`config.mk`:
```
export PLATFORM = sky130hd
export DESIGN_NAME = karatsuba_mult_seq
export DESIGN_NICKNAME = d
export VERILOG_FILES = /design/src/rtl/karatsuba_mult_seq.sv
export SDC_FILE = /design/constraint.sdc
export NUM_CORES = 1
export LEC_CHECK = 0
export CAP_MARGIN = 30
export CORE_MARGIN = 2
export CORE_UTILIZATION = 50
export CTS_BUF_LIST = sky130_fd_sc_hd__clkbuf_2
export CTS_CLUSTER_SIZE = 16
export DETAILED_ROUTE_END_ITERATION = 16
export GPL_TIMING_DRIVEN = 1
export PLACE_DENSITY_LB_ADDON = 0.12
export SYNTH_ARGS = -nofsm -noshare
export SYNTH_HDL_FRONTEND = slang
export SYNTH_SLANG_ARGS = --single-unit
```
`constraint.sdc`:
```
create_clock -name CLK -period 8.85 [get_ports CLK]
set_input_delay 2.2125 -clock CLK [delete_from_list [all_inputs] [get_ports CLK]]
set_output_delay 2.2125 -clock CLK [all_outputs]
set_load 0.02 [all_outputs]
```
`src/rtl/karatsuba_mult_seq.sv`:
```
// -----------------------------------------------------------------------------
// karatsuba_mult_seq
//
// Sequential Karatsuba multiplier. The two WIDTH-bit operands are reduced to
// sign + magnitude. Each magnitude is split into HALF-bit halves, and three
// half-size products are formed on a single shared (HALF+1)x(HALF+1)
// multiplier, one product per cycle:
//     A  = wl * yl
//     B  = wh * yh
//     DE = (wl + wh) * (yl + yh)
// They are recombined as P = B<<WIDTH + (DE - A - B)<<HALF + A.
// P is negated when the operand signs differ in signed mode.
//
// Fixed latency: the start edge is followed by PREP, MUL_A, MUL_B, MUL_DE,
// COMBINE and FINISH. PRONTO pulses for one cycle after the FINISH edge.
// A start held through the PRONTO cycle is accepted on the next edge, so
// operations can be issued every 7 cycles.
//
// Parameters
//   WIDTH        operand width; must be even and >= 4
//
// Ports
//   CLK          clock, rising edge
//   RESET        asynchronous active-high reset
//   S            start request, sampled only in IDLE
//   SIGNED_MODE  1 = two's complement operands/result, 0 = unsigned
//   w, y         operands, latched on the start edge
//   result       2*WIDTH-bit product, held until the next completion
//   PRONTO       one-cycle completion pulse
//   BUSY         high whenever the controller is not in IDLE
// -----------------------------------------------------------------------------
module karatsuba_mult_seq #(
    parameter int WIDTH = 16
) (
    input  logic               CLK,
    input  logic               RESET,
    input  logic               S,
    input  logic               SIGNED_MODE,
    input  logic [WIDTH-1:0]   w,
    input  logic [WIDTH-1:0]   y,
    output logic [2*WIDTH-1:0] result,
    output logic               PRONTO,
    output logic               BUSY
);

    localparam int HALF = WIDTH / 2;
    localparam int MW   = HALF + 1;      // shared multiplier operand width
    localparam int PW   = 2 * MW;        // shared multiplier product width (WIDTH+2)
    localparam int RW   = 2 * WIDTH;     // full product width

    typedef enum logic [2:0] {
        IDLE    = 3'd0,
        PREP    = 3'd1,
        MUL_A   = 3'd2,
        MUL_B   = 3'd3,
        MUL_DE  = 3'd4,
        COMBINE = 3'd5,
        FINISH  = 3'd6
    } state_t;

    state_t state_reg, state_next;

    // Index 0 holds the multiplicand (w), index 1 the multiplier (y).
    logic [1:0][WIDTH-1:0] op_reg, op_next;
    logic                  mode_reg, mode_next;
    logic [1:0][WIDTH-1:0] mag_reg, mag_next;
    logic [1:0][MW-1:0]    sum_reg, sum_next;
    logic                  neg_reg, neg_next;

    // A and B fit in WIDTH bits. They are kept at the multiplier's full width,
    // so that the recombination arithmetic works on a single uniform width.
    logic [PW-1:0]         a_reg, a_next;
    logic [PW-1:0]         b_reg, b_next;
    logic [PW-1:0]         de_reg, de_next;
    logic [RW-1:0]         p_reg, p_next;
    logic [RW-1:0]         result_reg, result_next;
    logic                  pronto_reg, pronto_next;

    // -------------------------------------------------------------------------
    // Operand conditioning, one copy per operand: sign, magnitude, half-sum.
    // In signed mode the most negative value negates to 2^(WIDTH-1). That value
    // is still correct when read as an unsigned WIDTH-bit magnitude.
    // -------------------------------------------------------------------------
    logic [1:0]            op_neg;
    logic [1:0][WIDTH-1:0] op_mag;
    logic [1:0][MW-1:0]    op_sum;

    genvar gi;
    generate
        for (gi = 0; gi < 2; gi++) begin : g_operand
            assign op_neg[gi] = mode_reg & op_reg[gi][WIDTH-1];
            assign op_mag[gi] = op_neg[gi] ? -op_reg[gi] : op_reg[gi];
            assign op_sum[gi] = {1'b0, op_mag[gi][HALF-1:0]}
                              + {1'b0, op_mag[gi][WIDTH-1:HALF]};
        end
    endgenerate

    // -------------------------------------------------------------------------
    // Shared multiplier. The current state selects its operands. Half operands
    // are zero-extended to the HALF+1 width of the D/E sums.
    // -------------------------------------------------------------------------
    logic [MW-1:0] mul_x;
    logic [MW-1:0] mul_y;
    logic [PW-1:0] mul_p;

    always_comb begin
        mul_x = '0;
        mul_y = '0;
        case (state_reg)
            MUL_A: begin
                mul_x = {1'b0, mag_reg[0][HALF-1:0]};
                mul_y = {1'b0, mag_reg[1][HALF-1:0]};
            end
            MUL_B: begin
                mul_x = {1'b0, mag_reg[0][WIDTH-1:HALF]};
                mul_y = {1'b0, mag_reg[1][WIDTH-1:HALF]};
            end
            MUL_DE: begin
                mul_x = sum_reg[0];
                mul_y = sum_reg[1];
            end
            default: ;
        endcase
    end

    assign mul_p = {{MW{1'b0}}, mul_x} * {{MW{1'b0}}, mul_y};

    // -------------------------------------------------------------------------
    // Recombination. The middle term DE - A - B equals wl*yh + wh*yl. It is
    // therefore non-negative and fits in WIDTH+1 bits. The full sum cannot
    // exceed (2^WIDTH - 1)^2, so it never overflows 2*WIDTH bits.
    // -------------------------------------------------------------------------
    logic [PW-1:0] mid;
    logic [RW-1:0] a_ext;
    logic [RW-1:0] b_ext;
    logic [RW-1:0] mid_ext;
    logic [RW-1:0] p_sum;

    assign mid     = de_reg - a_reg - b_reg;
    assign a_ext   = {{(RW-PW){1'b0}}, a_reg};
    assign b_ext   = {{(RW-PW){1'b0}}, b_reg} << WIDTH;
    assign mid_ext = {{(RW-PW){1'b0}}, mid} << HALF;
    assign p_sum   = b_ext + mid_ext + a_ext;

    // -------------------------------------------------------------------------
    // Controller: next state and next values of every register.
    // -------------------------------------------------------------------------
    always_comb begin
        state_next  = state_reg;
        op_next     = op_reg;
        mode_next   = mode_reg;
        mag_next    = mag_reg;
        sum_next    = sum_reg;
        neg_next    = neg_reg;
        a_next      = a_reg;
        b_next      = b_reg;
        de_next     = de_reg;
        p_next      = p_reg;
        result_next = result_reg;
        pronto_next = 1'b0;

        case (state_reg)
            IDLE: begin
                if (S) begin
                    op_next    = {y, w};
                    mode_next  = SIGNED_MODE;
                    state_next = PREP;
                end
            end
            PREP: begin
                mag_next   = op_mag;
                sum_next   = op_sum;
                neg_next   = op_neg[0] ^ op_neg[1];
                state_next = MUL_A;
            end
            MUL_A: begin
                a_next     = mul_p;
                state_next = MUL_B;
            end
            MUL_B: begin
                b_next     = mul_p;
                state_next = MUL_DE;
            end
            MUL_DE: begin
                de_next    = mul_p;
                state_next = COMBINE;
            end
            COMBINE: begin
                p_next     = p_sum;
                state_next = FINISH;
            end
            FINISH: begin
                result_next = neg_reg ? -p_reg : p_reg;
                pronto_next = 1'b1;
                state_next  = IDLE;
            end
            default: begin
                state_next = IDLE;
            end
        endcase
    end

    // -------------------------------------------------------------------------
    // State and datapath registers.
    // -------------------------------------------------------------------------
    always_ff @(posedge CLK or posedge RESET) begin
        if (RESET) begin
            state_reg  <= IDLE;
            op_reg     <= '0;
            mode_reg   <= 1'b0;
            mag_reg    <= '0;
            sum_reg    <= '0;
            neg_reg    <= 1'b0;
            a_reg      <= '0;
            b_reg      <= '0;
            de_reg     <= '0;
            p_reg      <= '0;
            result_reg <= '0;
            pronto_reg <= 1'b0;
        end else begin
            state_reg  <= state_next;
            op_reg     <= op_next;
            mode_reg   <= mode_next;
            mag_reg    <= mag_next;
            sum_reg    <= sum_next;
            neg_reg    <= neg_next;
            a_reg      <= a_next;
            b_reg      <= b_next;
            de_reg     <= de_next;
            p_reg      <= p_next;
            result_reg <= result_next;
            pronto_reg <= pronto_next;
        end
    end

    assign result = result_reg;
    assign PRONTO = pronto_reg;
    assign BUSY   = (state_reg != IDLE);

endmodule
```
==> out/qor.tcl <==
set qor(setup_repair_after_global_routing_missed_its_margin) {no}
set qor(cts.repair_timing.setup_buffer_count) 0
set qor(run_status) {complete, no violations}
set qor(floorplan.die.width_um) 177
set qor(grt_pass1_wl_um) 58600
set qor(vias) 11800
set qor(post_cts_hold_buffer_count) 0
set qor(cts_root_buffer) {clkbuf_2}
set qor(wl_um) 35000
set qor(drt_first_iter_violations) 610
set qor(timing.hold.worst.class) {flop to flop}
set qor(die_height_um) 177
set qor(timing.clock.skew_ns) 0.0979
set qor(gp_routability_congestion) 0.913
set qor(rows) 63
set qor(cts.sink_count) 206
set qor(critPathMaxFanout) 26
set qor(first_global_vias) 12100
set qor(slew_viol_final) 0
set qor(drc) 0
set qor(cts_inserted_buffers) 56
set qor(maximum_number_of_pins_on_one_net_before_global_route_repair) 112
set qor(finalCritPeriodShare) 0.691
set qor(setup_total_negative_slack_ns) 0
set qor(post_cts.resized_instances) 0
set qor(hold_path_startpoint) {result[22]}
set qor(startpoint_type) {flop}
set qor(grt_use_total) 0.234
set qor(cts.reportedPaths.clkPinSlew_ns) 0.09
set qor(commonest_register_cell_after_synthesis) {dfrtp_1}
set qor(syn-instance-count) 1662
set qor(hold_path_end) {result[22]}
set qor(synth_edf_count) 0
set qor(drv_cap) 0
set qor(yosys_warnings) 0
set qor(initial_utilization) 0.506
set qor(post_route_cells_drive_above_1_share) 0.0920
set qor(ant_nets) 0
set qor(synth_seq_area_share) 0.345
set qor(firstDrtPassIters) 5
set qor(clk_latency_ns) 0.91
set qor(worst-endpoint-arrival_ns) 6.87
set qor(design.final.nets) 1962
set qor(finalSetupViolations) 0
set qor(tightest_slew_ns) 0.934
set qor(finalWorstPathRequiredPeriod_ns) 6.11
set qor(cts_h_tree_lvls) 2
set qor(critical_path_required_ns) 9.61
set qor(reg2reg_setup_slack_ns) 2.74
set qor(placed_cell_area_um2) 16000
set qor(category_of_the_critical_setup_timing_path) {flop to flop}
set qor(cts_tree) {yes}
set qor(relSlewSlack) 0.377
set qor(most_frequent_standard_cell_in_the_layout_excluding_fill_and_tap_cells) {nand2_1}
set qor(netlist_area_um2) 14900
set qor(cp-end-kind) {flop}
set qor(routed_via_density) 5.41
set qor(antenna_found_initial) 1
set qor(max_clock_freq_mhz) 164
set qor(gr-total-overflow) 0
set qor(final_hold_viols) 0
set qor(hpwlAfterDp_um) 26900
set qor(syn_avg_cell_area_um2) 8.99
set qor(timing.reg2reg.worst_path_depth) 20
set qor(design.portCount) 70
set qor(numPortBuffers) 69
set qor(areaGrowthSynthToFinish_pct) 10.9
set qor(wl_per_cell_um) 16.1
set qor(clock_tree.buffer_depth) 3
set qor(whs_path_depth) 2
set qor(regToRegStartpoint) {state_reg[2]}
set qor(dieArea_um2) 31300
set qor(coreArea_um2) 29600
set qor(yosys_cell_types) 62
set qor(synth_fp_nets) 1880
set qor(final_cell_area_um2) 16600
set qor(r2r_end) {a_reg[14]}
set qor(layout.cells.most_common_list) {nand2_1 (319), dfrtp_1 (206), o21ai_0 (152), inv_1 (137), ha_1 (110)}
set qor(synth-seq-cells) 206
set qor(synth-async-reset-ratio) 1.00
final cells by class:
type                       instances  area [um2]
fill                            2764       13000
timing repair buffer              81         801
clock inverter                    19         158
inverter                         139         529
clock buffer                      78         390
sequential                       206        5150
tap                              390         488
antenna                            1        2.50
multi-input combinational       1260        9060
per-layer routing:
layer / vias to the layer above / track usage / part of all wire
met5: - / 0 / 0
met4: 0 / 0.0985 / 0.037
met3: 75 / 0.0346 / 0.034
met2: 215 / 0.425 / 0.51
met1: 5643 / 0.275 / 0.42
li1: 5831 / - / -
cells in the mapped netlist, types with 4 or more instances:
library cell	number	area (um2)
inv_1	138	518
nand2_1	319	1200
or3_1	12	75.1
o21ai_0	152	761
xnor2_1	51	447
or2_2	10	62.6
buf_1	4	15.0
buf_2	5	25.0
xor2_1	52	455
clkbuf_1	48	180
a21oi_1	62	310
mux2_2	38	428
nand2b_1	16	100
o21bai_1	6	45.0
dfrtp_1	206	5150
o31ai_1	24	180
o211ai_1	7	52.6
mux2i_1	22	220
o311ai_0	4	35.0
nor2b_1	7	43.8
o21a_1	17	128
fa_1	72	1440
o21ai_1	5	25.0
a21o_1	26	195
a31oi_1	7	43.8
a211oi_1	13	97.6
nor4_1	6	37.5
o41ai_1	9	78.8
ha_1	110	1380
nand3b_1	4	30.0
nand4_1	12	75.1
and3_1	9	56.3
nand3_1	24	120
nor2_1	87	327
nor3b_1	6	45.0
nor3_1	26	130
and2_1	7	43.8
worst max-delay path, stage by stage, from the launching register on:
cell,delay [ns]
dfrtp_1,0.46
clkinv_1,0.26
nand2_1,0.69
nor2_1,0.11
a21oi_1,0.58
nor2_1,0.15
fa_1,0.56
inv_1,0.05
fa_1,0.48
inv_1,0.06
fa_1,0.52
inv_1,0.05
fa_1,0.52
inv_1,0.04
ha_1,0.33
o21a_1,0.12
o31a_1,0.13
o21ai_0,0.29
a211oi_1,0.14
nor3_1,0.35
o31ai_1,0.13
kinds of logic after synthesis:
logic type | after synthesis | synth area share
XOR/XNOR | 103 | 0.0604
multiplexers | 60 | 0.0434
adder cells (fa/ha/maj) | 182 | 0.189
buffers and inverters | 196 | 0.0496
flip-flops | 206 | 0.345
AO/OA/AOI/OAI | 354 | 0.145
AND/OR/NAND/NOR | 561 | 0.168
how the worst max path moves through the flow:
| stage | from | to | slack [ns] |
|---|---|---|---|
| detailed placement | state_reg[2] | a_reg[14] | 2.78 |
| CTS | state_reg[2] | a_reg[14] | 2.77 |
| global placement | state_reg[2] | a_reg[14] | 2.91 |
| floorplan | RESET | PRONTO | 1.01 |
| global route | state_reg[2] | a_reg[17] | 2.24 |
| finish | state_reg[2] | a_reg[14] | 2.74 |
through the flow:
stage                      util  cells  hold slack [ns]  setup WS (ns)
after floorplan               -   1662            0.445           1.01
after global placement    0.541   2075            0.458           2.91
after detailed placement  0.542   2076            0.462           2.78
after CTS                 0.561   2173            0.487           2.77
after global routing      0.561   2174            0.503           2.24
final                     0.561   2174            0.480           2.74
Power is not shown: default switching activity piles up to over one toggle a cycle in this logic, so the estimate is an artifact.
